## src/rtl/c1_conv_scheduler.sv

```systemverilog
// c1_conv_scheduler: sequences the C1 convolution stage for one frame.
// Issues output-pixel coordinates to the conv PEs in channel-fastest, then
// column, then row order. Regenerates the delayed conv_valid strobe, counts
// pooled 2x2 beats returned by the register controller, and pulses done
// once the frame has fully drained.
// Optional feature macro: C1_SEQ_PERF_EN adds the stall_cnt port, a
// saturating count of RUN cycles spent waiting on in_ready.
module c1_conv_scheduler #(
    parameter int OUT_W  = 28,
    parameter int OUT_H  = 28,
    parameter int N_CH   = 6,
    parameter int PE_LAT = 3
) (
    input  logic        clk,
    input  logic        reset,
    input  logic        start,
    input  logic        in_ready,
    input  logic        pool_valid,
    output logic        issue_valid,
    output logic [4:0]  issue_row,
    output logic [4:0]  issue_col,
    output logic [2:0]  issue_ch,
    output logic        conv_valid,
    output logic        busy,
    output logic        done,
    output logic [7:0]  pool_cnt
`ifdef C1_SEQ_PERF_EN
    ,
    output logic [15:0] stall_cnt
`endif
);

    typedef enum logic [1:0] {
        S_IDLE  = 2'd0,
        S_RUN   = 2'd1,
        S_DRAIN = 2'd2,
        S_DONE  = 2'd3
    } state_t;

    localparam logic [4:0] ROW_LAST   = 5'(OUT_H - 1);
    localparam logic [4:0] COL_LAST   = 5'(OUT_W - 1);
    localparam logic [2:0] CH_LAST    = 3'(N_CH - 1);
    localparam logic [7:0] POOL_TOTAL = 8'((OUT_W / 2) * (OUT_H / 2));

    state_t              state_q, state_d;
    logic [4:0]          row_q, row_d;
    logic [4:0]          col_q, col_d;
    logic [2:0]          ch_q, ch_d;
    logic [7:0]          poolCnt_q, poolCnt_d;
    logic [PE_LAT-1:0]   vldSr_q, vldSr_d;
    logic                poolInc;
    logic                lastIssue;

    // Beats beyond a full frame's worth are dropped so the count saturates.
    assign poolInc   = pool_valid && (poolCnt_q != POOL_TOTAL);
    assign lastIssue = (row_q == ROW_LAST) && (col_q == COL_LAST) && (ch_q == CH_LAST);

    // Next-state, coordinate stepping, pool counting and status outputs.
    always_comb begin
        state_d     = state_q;
        row_d       = row_q;
        col_d       = col_q;
        ch_d        = ch_q;
        poolCnt_d   = poolCnt_q;
        issue_valid = 1'b0;
        busy        = 1'b0;
        done        = 1'b0;
        case (state_q)
            S_IDLE: begin
                if (start) begin
                    state_d   = S_RUN;
                    row_d     = 5'd0;
                    col_d     = 5'd0;
                    ch_d      = 3'd0;
                    poolCnt_d = 8'd0;
                end
            end
            S_RUN: begin
                busy        = 1'b1;
                issue_valid = in_ready;
                if (poolInc) begin
                    poolCnt_d = poolCnt_q + 8'd1;
                end
                if (in_ready) begin
                    if (lastIssue) begin
                        state_d = S_DRAIN;
                    end else if (ch_q != CH_LAST) begin
                        ch_d = ch_q + 3'd1;
                    end else begin
                        ch_d = 3'd0;
                        if (col_q != COL_LAST) begin
                            col_d = col_q + 5'd1;
                        end else begin
                            col_d = 5'd0;
                            row_d = row_q + 5'd1;
                        end
                    end
                end
            end
            S_DRAIN: begin
                busy = 1'b1;
                if (poolInc) begin
                    poolCnt_d = poolCnt_q + 8'd1;
                end
                if ((vldSr_q == '0) && (poolCnt_d == POOL_TOTAL)) begin
                    state_d = S_DONE;
                end
            end
            S_DONE: begin
                done    = 1'b1;
                state_d = S_IDLE;
            end
            default: begin
                state_d = S_IDLE;
            end
        endcase
    end

    // Valid pipeline shifts every cycle so conv_valid trails issue_valid by PE_LAT.
    always_comb begin
        vldSr_d    = '0;
        vldSr_d[0] = issue_valid;
        for (int i = 1; i < PE_LAT; i++) begin
            vldSr_d[i] = vldSr_q[i-1];
        end
    end

    // State, coordinate, pool count and valid pipeline registers.
    always_ff @(posedge clk) begin
        if (reset) begin
            state_q   <= S_IDLE;
            row_q     <= 5'd0;
            col_q     <= 5'd0;
            ch_q      <= 3'd0;
            poolCnt_q <= 8'd0;
            vldSr_q   <= '0;
        end else begin
            state_q   <= state_d;
            row_q     <= row_d;
            col_q     <= col_d;
            ch_q      <= ch_d;
            poolCnt_q <= poolCnt_d;
            vldSr_q   <= vldSr_d;
        end
    end

    assign issue_row  = row_q;
    assign issue_col  = col_q;
    assign issue_ch   = ch_q;
    assign conv_valid = vldSr_q[PE_LAT-1];
    assign pool_cnt   = poolCnt_q;

`ifdef C1_SEQ_PERF_EN
    logic [15:0] stallCnt_q;

    // Saturating count of RUN cycles lost to in_ready, restarted per frame.
    always_ff @(posedge clk) begin
        if (reset) begin
            stallCnt_q <= 16'd0;
        end else if ((state_q == S_IDLE) && start) begin
            stallCnt_q <= 16'd0;
        end else if ((state_q == S_RUN) && !in_ready && (stallCnt_q != 16'hFFFF)) begin
            stallCnt_q <= stallCnt_q + 16'd1;
        end
    end

    assign stall_cnt = stallCnt_q;
`endif

endmodule
```

## config.mk

```make
export PLATFORM = sky130hd
export DESIGN_NAME = c1_conv_scheduler
export DESIGN_NICKNAME = d
export VERILOG_FILES = /design/src/rtl/c1_conv_scheduler.sv
export SDC_FILE = /design/constraint.sdc
export NUM_CORES = 1
export LEC_CHECK = 0
export ABC_AREA = 1
export CORE_UTILIZATION = 40
export DETAILED_ROUTE_END_ITERATION = 8
export GPL_TIMING_DRIVEN = 0
export PLACE_DENSITY = 0.74
export SLEW_MARGIN = 20
export SYNTH_ARGS = -nofsm -noshare
export SYNTH_HDL_FRONTEND = slang
export SYNTH_SLANG_ARGS = --single-unit
export TNS_END_PERCENT = 5
```

## constraint.sdc

```tcl
create_clock -name clk -period 2.21 [get_ports clk]
set_clock_uncertainty 0.2 [all_clocks]
set_input_delay 0.3315 -clock clk [delete_from_list [all_inputs] [get_ports clk]]
set_output_delay 0.3315 -clock clk [all_outputs]
set_load 0.02 [all_outputs]
```

Yosys cells after proc, flatten, opt, wreduce, memory -nomap -nowiden

Cells that the tools add are included.

Reductions and logical operators: 14
Add/subtract/negate cells: 4
Muxes and demuxes: 28
Eq/ne operators: 17

Operators by type and width:

| kind                  | count |
|---|---|
| $mux W5               | 9 |
| $mux W8               | 3 |
| $pmux W8 S3           | 1 |
| $pmux W5 S2           | 2 |
| $ne A2 B2 Y1 const B  | 7 |
| $mux W3               | 4 |
| $add A5 B1 Y5 const B | 2 |
| $eq A5 B5 Y1 const B  | 2 |
| $add A8 B1 Y8 const B | 1 |
| $eq A8 B8 Y1 const B  | 1 |
| $mux W2               | 4 |
| $ne A8 B8 Y1 const B  | 1 |
| $pmux W2 S4           | 1 |
| $reduce_and A4 Y1     | 2 |
| $pmux W3 S2           | 1 |
| $reduce_and A6 Y1     | 1 |
| $ne A5 B5 Y1 const B  | 1 |
| $reduce_and A5 Y1     | 1 |
| $eq A2 B2 Y1 const B  | 2 |
| $logic_and A1 B1 Y1   | 4 |
| $add A3 B1 Y3 const B | 1 |
| $eq A3 B3 Y1 const B  | 1 |
| $logic_not A3 Y1      | 1 |
| $mux W1               | 3 |
| 7 further kinds       | 7 |

Register bits: 26
Logic and storage cells: 69
Bits of input ports: 5
Output and inout bits: 25

Depth between registers and ports, before layout

Gate-level depths: netlist of the first run.

Depth in word-level cells: 8
Mapped depth: 14

Least setup slack after synthesis of the first run

OpenSTA, ideal clock, no wires.

Path kind: register to register
From: reg poolCnt_q[0] (netlist: pool_cnt[0])
To: reg state_q[1]
Clock period less this slack: 1.996 ns
Arrival: 1.681 ns
Cell stages (with the launch flop): 15
Path buffers: 0
Setup slack: 0.214 ns
Cell sequence: dfxtp_1 inv_1 ha_1 nand3_2 inv_1 nand2_4 nand2_4 nand2_1 nand2_1 nor2_1 nand2_1 o21ai_2 nand3_1 nand2_1 nor2_1

Cells in the longest elaborated chain, start to end: 8

Ends and longest elaborated chain:

| element                                               | line | RTL |
|---|---|---|
| start, declared                                       | 49   | `logic [7:0] poolCnt_q, poolCnt_d;` |
| start signal, assigned                                | 142  | `poolCnt_q <= poolCnt_d;` |
| branches (longest 2 deep; another with $add A8 B1 Y8) | n/a  |  |
| $mux W8 (*)                                           | n/a  |  |
| $mux W8 (*)                                           | 68   | `case (state_q)` |
| $eq A8 B8 Y1 (*)                                      | 105  | `if ((vldSr_q == '0) && (poolCnt_d == POOL_TOTAL)) begin` |
| $logic_and A1 B1 Y1 (*)                               | 105  |  |
| $ne A2 B2 Y1 (no line) (*)                            | n/a  |  |
| $reduce_and A4 Y1 (no line) (*)                       | n/a  |  |
| end signal, assigned                                  | 138  | `state_q <= state_d;` |
| end, declared                                         | 45   | `state_t state_q, state_d;` |

Mark *: on every way between the ends. The select of a mux whose other input is x is not followed.
A chain may end at the register's enable or synchronous reset.

Worst setup path after layout of the first run

From: reg state_q[1]
To: reg row_q[4] (netlist: issue_row[4])

Cells in the longest elaborated chain, start to end: 3

Ends and longest elaborated chain:

| element                                                      | line | RTL |
|---|---|---|
| $eq A2 B1 Y1 or $logic_not A2 Y1 (tied branches)             | 68   |  |
| $ne A2 B2 Y1 (no line) or $reduce_bool A2 Y1 (tied branches) | n/a  |  |
| $reduce_and A6 Y1 (no line)                                  | n/a  |  |
| end signal, assigned                                         | 139  | `row_q <= row_d;` |
| end, declared                                                | 46   | `logic [4:0] row_q, row_d;` |

Several ways; a longest one is shown, not always the timed one.

==> results.yml, run 1 <==
status:
  status: "finished, final reports clean"
place:
  numPortBuffers: 28
  dp.cells: 326
  dp_hpwl_um: 2707
  gp_congestion: 0.8144
sta:
  finalSetupTns_ns: 0
  max_freq_mhz: 483.2
  finalHoldViolCount: 0
  hold_slack_ns: 0.2320
  drv_slew: 0
  setup_violations: 0
  rsz0062_at_grt: "no"
  relSlewSlack: 0.6798
  period_needed_ns: 2.070
  worst_slew_pin_slew_ns: 0.4785
  period_share: 0.9365
die:
  core-area_sq_um: 3799
  rows: 22
  die_h_um: 66.23
  pin_count: 30
  die_w_um: 66.23
  start_util: 0.4345
  die_area_sq_um: 4386
setup_path:
  end_kind: "flop"
  crit_chain: "inv_1 -> ha_1 -> buf_6 -> inv_6 -> o21ai_1 -> nor2_1 -> o21ai_2 -> inv_2 -> nand2_4 -> a21oi_4 -> inv_4 -> nand2_1 -> a21oi_1"
  rrSetupSlack_ns: 0.14
  path_class: "reg2reg"
  cp-start-kind: "flop"
  path_max_fanout: 8
  crit_family: "buffers and inverters"
  cp.buffers_inverters: 5
  cp.arrival_ns: 2.02
  crit_slowest_cell: "dfxtp_4"
  required_ns: 2.16
  cpPeakStageDelay_ns: 0.38
layout:
  layout_commonest_cell: "nand2_1"
  antennaDiodeCount: 0
  layout-drive-gt1-share: 0.1237
  fin_cells: 331
  syn2layout_area_growth_pct: 26.38
  final_cell_mix: "75 x nand2_1, 28 x nor2_1, 27 x inv_1"
  n_fill_cell: 387
  nNetsFinal: 299
drt:
  wl_per_cell_um: 10.69
  via_count: 1593
  drc: 0
  first_pass_iters: 4
  wirelength_um: 3538
  postRouteAntennaNets: 0
  vias_per_cell: 4.813
  drt_iter0_markers: 69
global_route:
  track_usage: 0.1806
  busiest_layer: "met2"
  grt-ovfl-total: 0
  grt_antenna_before_repair: 0
  grt_pass1_wl_um: 6085
  grtUsageMet3: 0.03966
  grt_pass1_vias: 1404
  grt_use_met1: 0.2370
  met2_usage: 0.2921
  grt_max_degree: 16
logic_synthesis:
  async_flop_share: 0
  synth_area_leaders: "dfxtp_1 32%, nand2_1 17%, ha_1 7.6%"
  ys_types: 32
  synthFlopType: "dfxtp_1"
  syn_area_per_cell_sq_um: 6.601
  synthCells: 250
  synth-seq-area-share: 0.3154
  yosys_warnings: 0
  synth-seq-cells: 26
  synth_area_sq_um: 1650
  synth_top_area_share: 0.3154
  synth_edf_count: 0
  synth_area_leader_cell: "dfxtp_1"
  synth_nets: 265
cts:
  cts_tree: "yes"
  cts_hold_buf: 0
  path_clk_slew_ns: 0.09
  cts_htree_levels: 1
  cts.sinks: 26
  clockBufferDepth: 2
  numCtsBuffers: 3
  cts-root-buf: "clkbuf_8"
  clock_latency_ns: 0.27
min_path:
  min_path_type: "reg2reg"
power_and_ir_drop:
  power_leakage_uw: 0.0008970
  powerDensity_nw_per_um2: 887.1
  vdd_drop_max_v: 0.0005959
flow_run:
  maxCapViolations: 0
==> cell families (layout without fill, tap and decap cells) <==
family,count (synthesis),in the layout,synth area share
AND/OR/NAND/NOR,142,142,0.3806
buffers and inverters,38,71,0.09553
AO/OA/AOI/OAI,28,28,0.1008
flip-flops,26,26,0.3154
adder cells (fa/ha/maj),10,10,0.07582
XOR/XNOR,6,6,0.03184
==> final timing paths <==
kind,start,endpoint,cells past startpoint
worst max-delay path,state_q[1],issue_row[4],13
worst min-delay path,vldSr_q[1],vldSr_q[2],2
worst max register to register,state_q[1],issue_row[4],13
worst min register to register,vldSr_q[1],vldSr_q[2],2
==> power by group <==
group          total [uW]  leakage (uW)  switching, uW  internal (uW)
Combinational         854      0.000649            536            318
Clock                 399     0.0000357            156            243
Sequential            597      0.000213           62.7            535
Total                1850      0.000897            755           1100
==> through the flow <==
stage                     setup slack (ns)  power (uW)  instance area [sq um]    util
after floorplan                     0.2142        1202                   1650       -
after global placement            0.007982        1434                   1991  0.5240
after detailed placement           0.01720        1442                   1991  0.5240
after CTS                          0.08397        1835                   2061  0.5425
after global routing             0.0005715        2001                   2086  0.5491
final                               0.1404        1850                   2086  0.5491
==> Yosys cell counts (2+ instances only) <==
library cell,n
inv_1,27
nor2_2,2
nand2_1,76
inv_2,4
clkbuf_1,2
o21ai_1,2
xor2_1,5
nand2_2,3
nand3_1,20
o21ai_2,2
ha_1,10
dfxtp_1,26
nor3_1,4
nand2_4,3
o21ai_0,4
a21oi_1,17
nor2_1,28
==> layer usage <==
| layer | up-vias | part of all wire |
|---|---|---|
| met5 | - | 0 |
| met4 | 0 | 0.010 |
| met3 | 4 | 0.037 |
| met2 | 35 | 0.46 |
| met1 | 701 | 0.49 |
| li1 | 853 | - |
==> worst min-delay path: stages, from the launching register on <==
cell and delay (ns):
dfxtp_1 0.32, inv_1 0.05, nor2_1 0.03
==> final cells by class <==
type                    instances  area [sq um]  share of cell area
multi-input cells             186         979.7              0.4697
flip-flops and latches         26         528.0              0.2531
repair buffers                 29         285.3              0.1368
inverters                      34         135.1             0.06479
well taps                      48         60.06             0.02879
clock buffers                   3         41.29             0.01980
clock inverters                 1         30.03             0.01440
plain buffers                   4         26.28             0.01260
==> sequential cells by signal, summed over array words and instances, names as in the netlist <==
name and cells:
issue_ch 3, issue_col 5, issue_row 5, vldSr_q 3
pool_cnt 8, state_q 2
==> repair_timing <==
action,CTS,global route
pin swaps,0,1
endpoints found under the setup margin,2,14
cloned,0,0
buffers inserted,0,1
resized for setup,3,8
Power figures use the tool's default switching activity.
==> inputs of run 2 (changes only) <==
--- a/config.mk
+++ b/config.mk
@@ -10,6 +10,7 @@
 export DETAILED_ROUTE_END_ITERATION = 8
 export GPL_TIMING_DRIVEN = 0
 export PLACE_DENSITY = 0.74
+export SETUP_SLACK_MARGIN = 0.15
 export SLEW_MARGIN = 20
 export SYNTH_ARGS = -nofsm -noshare
 export SYNTH_HDL_FRONTEND = slang
==> results.yml, run 2 (synthesized netlist as in run 1, its figures left out) <==
status:
  status: "finished, final reports clean"
setup_path:
  required_ns: 2.19
  cp.arrival_ns: 1.97
  crit_chain: "inv_2 -> ha_2 -> nand3_2 -> inv_1 -> nand2_4 -> nand2_8 -> nand2_2 -> nand3_1 -> nor2_1 -> nand2_1 -> o21ai_2 -> nand3_1 -> nand2_1 -> nor2_1"
  cpPeakStageDelay_ns: 0.39
  cp-start-kind: "flop"
  path_class: "reg2reg"
  rrSetupSlack_ns: 0.22
  path_max_fanout: 8
  end_kind: "flop"
  crit_slowest_cell: "dfxtp_4"
place:
  numPortBuffers: 28
  dp_hpwl_um: 2707
  gp_congestion: 0.8144
cts:
  cts_hold_buf: 0
  clockBufferDepth: 2
  cts.sinks: 26
  cts_htree_levels: 1
  cts-root-buf: "clkbuf_8"
  numCtsBuffers: 3
  clock_latency_ns: 0.28
  cts_tree: "yes"
  path_clk_slew_ns: 0.09
drt:
  postRouteAntennaNets: 0
  via_count: 1616
  first_pass_iters: 4
  vias_per_cell: 4.824
  wirelength_um: 3697
  wl_per_cell_um: 11.04
  drc: 0
  drt_iter0_markers: 72
global_route:
  track_usage: 0.1806
  grt_pass1_vias: 1404
  grt-ovfl-total: 0
  grt_antenna_before_repair: 0
  grt_max_degree: 16
  grt_pass1_wl_um: 6085
min_path:
  min_path_type: "reg2reg"
layout:
  antennaDiodeCount: 0
  layout-drive-gt1-share: 0.1986
  nNetsFinal: 303
  final_cell_mix: "73 x nand2_1, 26 x clkdlybuf4s50_1, 25 x inv_1"
  register_area_sq_um: 541.8
  largest_register_ffs: 8
  syn2layout_area_growth_pct: 32.37
  post-route-util: 0.5751
  layout_commonest_cell: "nand2_1"
  n_fill_cell: 381
  multi_input_area_sq_um: 1035
die:
  start_util: 0.4345
  pin_count: 30
  die_h_um: 66.23
  core-area_sq_um: 3799
  die_area_sq_um: 4386
  die_w_um: 66.23
  rows: 22
sta:
  finalSetupTns_ns: 0
  drv_slew: 0
  rsz0062_at_grt: "yes"
  relSlewSlack: 0.7165
  setup_violations: 0
  period_share: 0.9026
  max_freq_mhz: 501.3
  worst_slew_pin_slew_ns: 0.4253
  period_needed_ns: 1.995
  finalHoldViolCount: 0
flow_run:
  maxCapViolations: 0
power_and_ir_drop:
  vdd_drop_max_v: 0.0006061
  power_leakage_uw: 0.0009130
  powerDensity_nw_per_um2: 884.3
## run 2: cell count changes in the layout (fill, tap and decap cells not counted), sizes merged
cell,before,now
buf,3,7
clkinv,1,2
inv,33,32
## run 2: stage by stage
stage	area [sq um]	cells	worst slack [ns]	power, uW	hold slack (ns)
floorplan	1650	250	0.2142	1202	0.2031
global placement	1991	326	0.007982	1434	0.2082
detailed placement	1991	326	0.01720	1442	0.2170
CTS	2072	330	0.1598	1849	0.2346
global route	2185	335	0.1102	2077	0.2700
finish	2185	335	0.2152	1932	0.2320
## run 2: critical path, delay by kind of cell, from the launching register on
kind            cells  cell delay, ns
simple gates       10            0.83
compound gates      1            0.17
buf+inv             2            0.11
fa+ha+maj           1            0.18
flops               1            0.39
## run 2: worst paths after layout
kind / from / end / cells after the start
max reg2reg: pool_cnt[0] / state_q[1] / 14
max: pool_cnt[0] / state_q[1] / 14
min reg2reg: vldSr_q[1] / vldSr_q[2] / 2
min: vldSr_q[1] / vldSr_q[2] / 2
## run 2: routing by layer
layer	GRT usage	vias to the layer above	part of all wire
li1	-	862	-
met1	0.2370	715	0.47
met2	0.2921	35	0.48
met3	0.03966	4	0.040
met4	0.05585	0	0.011
met5	0	-	0
## run 2: where the power goes
part	switching [uW]	internal, uW
Sequential	66.4	541
Clock	159	243
Combinational	561	362
## run 2: repair_timing
| action | CTS | global route |
|---|---|---|
| hold endpoints to repair | 0 | 0 |
| pin swaps | 0 | 8 |
| gates resized for setup | 9 | 25 |
| buffers inserted | 0 | 5 |
| setup endpoints to repair | 11 | 23 |
| gates cloned | 0 | 0 |
## run 2: layout make-up
cell class,count,share of cell area
clock buffer,3,0.01890
multi-input combinational,186,0.4737
tap,48,0.02749
timing repair buffer,33,0.1443
buffer,4,0.01203
sequential,26,0.2480
inverter,34,0.06186
clock inverter,1,0.01375
==> inputs of run 3 (changes only) <==
--- a/config.mk
+++ b/config.mk
@@ -6,9 +6,11 @@
 export NUM_CORES = 1
 export LEC_CHECK = 0
 export ABC_AREA = 1
+export CORE_MARGIN = 2
 export CORE_UTILIZATION = 40
 export DETAILED_ROUTE_END_ITERATION = 8
 export GPL_TIMING_DRIVEN = 0
+export HOLD_SLACK_MARGIN = 0.02
 export PLACE_DENSITY = 0.74
 export SETUP_SLACK_MARGIN = 0.15
 export SLEW_MARGIN = 20
==> results.yml, run 3 (synthesized netlist as in run 1, its figures left out) <==
layout:
  fin_cells: 345
  nNetsFinal: 311
  syn2layout_area_growth_pct: 38.59
  layout-drive-gt1-share: 0.2441
  design_area_sq_um: 2287
  layout_commonest_cell: "nand2_1"
  n_fill_cell: 393
  final_cell_mix: "71 x nand2_1, 26 x nor2_1, 25 x clkdlybuf4s50_1"
  largest_register_ffs: 8
  antennaDiodeCount: 0
cts:
  cts.sinks: 26
  cts-root-buf: "clkbuf_8"
  numCtsBuffers: 3
  cts_htree_levels: 1
  clock_latency_ns: 0.28
  path_clk_slew_ns: 0.09
  cts_tree: "yes"
  clockBufferDepth: 2
drt:
  postRouteAntennaNets: 0
  wirelength_um: 4003
  drt_iter0_markers: 68
  wl_per_cell_um: 11.60
  vias_per_cell: 4.829
  drc: 0
  via_count: 1666
  first_pass_iters: 4
sta:
  finalHoldViolCount: 0
  finalWorstSetupSlack_ns: 0.1763
  finalSetupTns_ns: 0
  drv_slew: 0
  relSlewSlack: 0.6832
  worst_slew_pin_slew_ns: 0.4752
  period_needed_ns: 2.034
  max_freq_mhz: 491.7
  setup_violations: 0
  rsz0062_at_grt: "yes"
  period_share: 0.9202
setup_path:
  end_kind: "flop"
  cp-start-kind: "flop"
  path_class: "reg2reg"
  cp.arrival_ns: 1.99
  rrSetupSlack_ns: 0.18
  required_ns: 2.16
  path_max_fanout: 7
global_route:
  grt_pass1_vias: 1434
  track_usage: 0.1678
  grt_pass1_wl_um: 6051
  grt_antenna_before_repair: 0
  grt_use_met1: 0.1988
  met2_usage: 0.3046
  grt_max_degree: 16
  grtUsageMet3: 0.02632
  busiest_layer: "met2"
  grt-ovfl-total: 0
place:
  place_ws_ns: -0.01684
  placed_area_sq_um: 1993
  gp_congestion: 0.8097
  dp.cells: 328
  dp_hpwl_um: 2797
  numPortBuffers: 28
die:
  core-area_sq_um: 3971
  rows: 23
  start_util: 0.4156
  pin_count: 30
  die_w_um: 68.23
  die_h_um: 68.23
  die_area_sq_um: 4655
power_and_ir_drop:
  power.total_uw: 2082
  vdd_drop_max_v: 0.0005083
  powerDensity_nw_per_um2: 910.5
  power_leakage_uw: 0.0009785
flow_run:
  maxCapViolations: 0
min_path:
  min_path_type: "in2reg"
status:
  status: "finished, final reports clean"
-- run 3: changes by cell type in the layout (fill, tap and decap cells not counted), moves of 2 or more --
cell / previous run / this run
buf_4: 6 / 14
inv_2: 6 / 8
nor2_2: 6 / 4
nand2_1: 73 / 71
nor2_1: 24 / 26
nand3_1: 19 / 17
inv_1: 25 / 22
nand3_2: 2 / 4
-- run 3: critical path, stage by stage, from the launching register on --
cell,delay (ns)
dfxtp_4,0.38
inv_4,0.05
ha_4,0.15
buf_8,0.13
inv_8,0.06
o21ai_2,0.05
nor2_1,0.18
o21ai_2,0.10
inv_2,0.09
nand2_4,0.07
a21oi_4,0.22
inv_4,0.09
nand2_1,0.07
a21oi_1,0.06
-- run 3: repair_timing --
action / in CTS / in global routing
buffers inserted: 0 / 13
hold buffers: 0 / 0
setup endpoints to repair: 17 / 23
pin swaps: 0 / 10
resized for setup: 3 / 45
-- run 3: final cells by class --
| cell class | instances | area (sq um) | area share |
|---|---|---|---|
| multi-input combinational | 186 | 1066 | 0.4661 |
| sequential | 26 | 539.3 | 0.2358 |
| timing repair buffer | 41 | 377.9 | 0.1652 |
| inverter | 34 | 140.1 | 0.06127 |
| tap | 50 | 62.56 | 0.02735 |
| clock buffer | 3 | 41.29 | 0.01805 |
| clock inverter | 1 | 30.03 | 0.01313 |
| buffer | 4 | 30.03 | 0.01313 |
-- run 3: stage by stage --
step,hold WS (ns),utilization
floorplan,0.2031,-
global placement,0.2152,0.5019
detailed placement,0.2159,0.5019
CTS,0.2178,0.5195
global route,0.2575,0.5759
finish,0.2146,0.5759
-- run 3: metal layers --
layer,wire [um],share of wire
met4,40,0.010
met2,2050,0.51
met5,0,0
met3,132,0.033
met1,1779,0.44
-- run 3: worst paths after layout --
path	from	endpoint	cells past startpoint
setup reg to reg	state_q[1]	issue_row[2]	13
hold reg to reg	vldSr_q[1]	vldSr_q[2]	2
setup / recovery	state_q[1]	issue_row[2]	13
hold / removal	reset	pool_cnt[1]	2
-- run 3: power by group --
group          leakage, uW  internal (uW)  switching (uW)  total, uW
combinational     0.000728            446             627       1070
sequential        0.000215            539            67.9        607
clock            0.0000357            243             159        402
total             0.000978           1230             854       2080
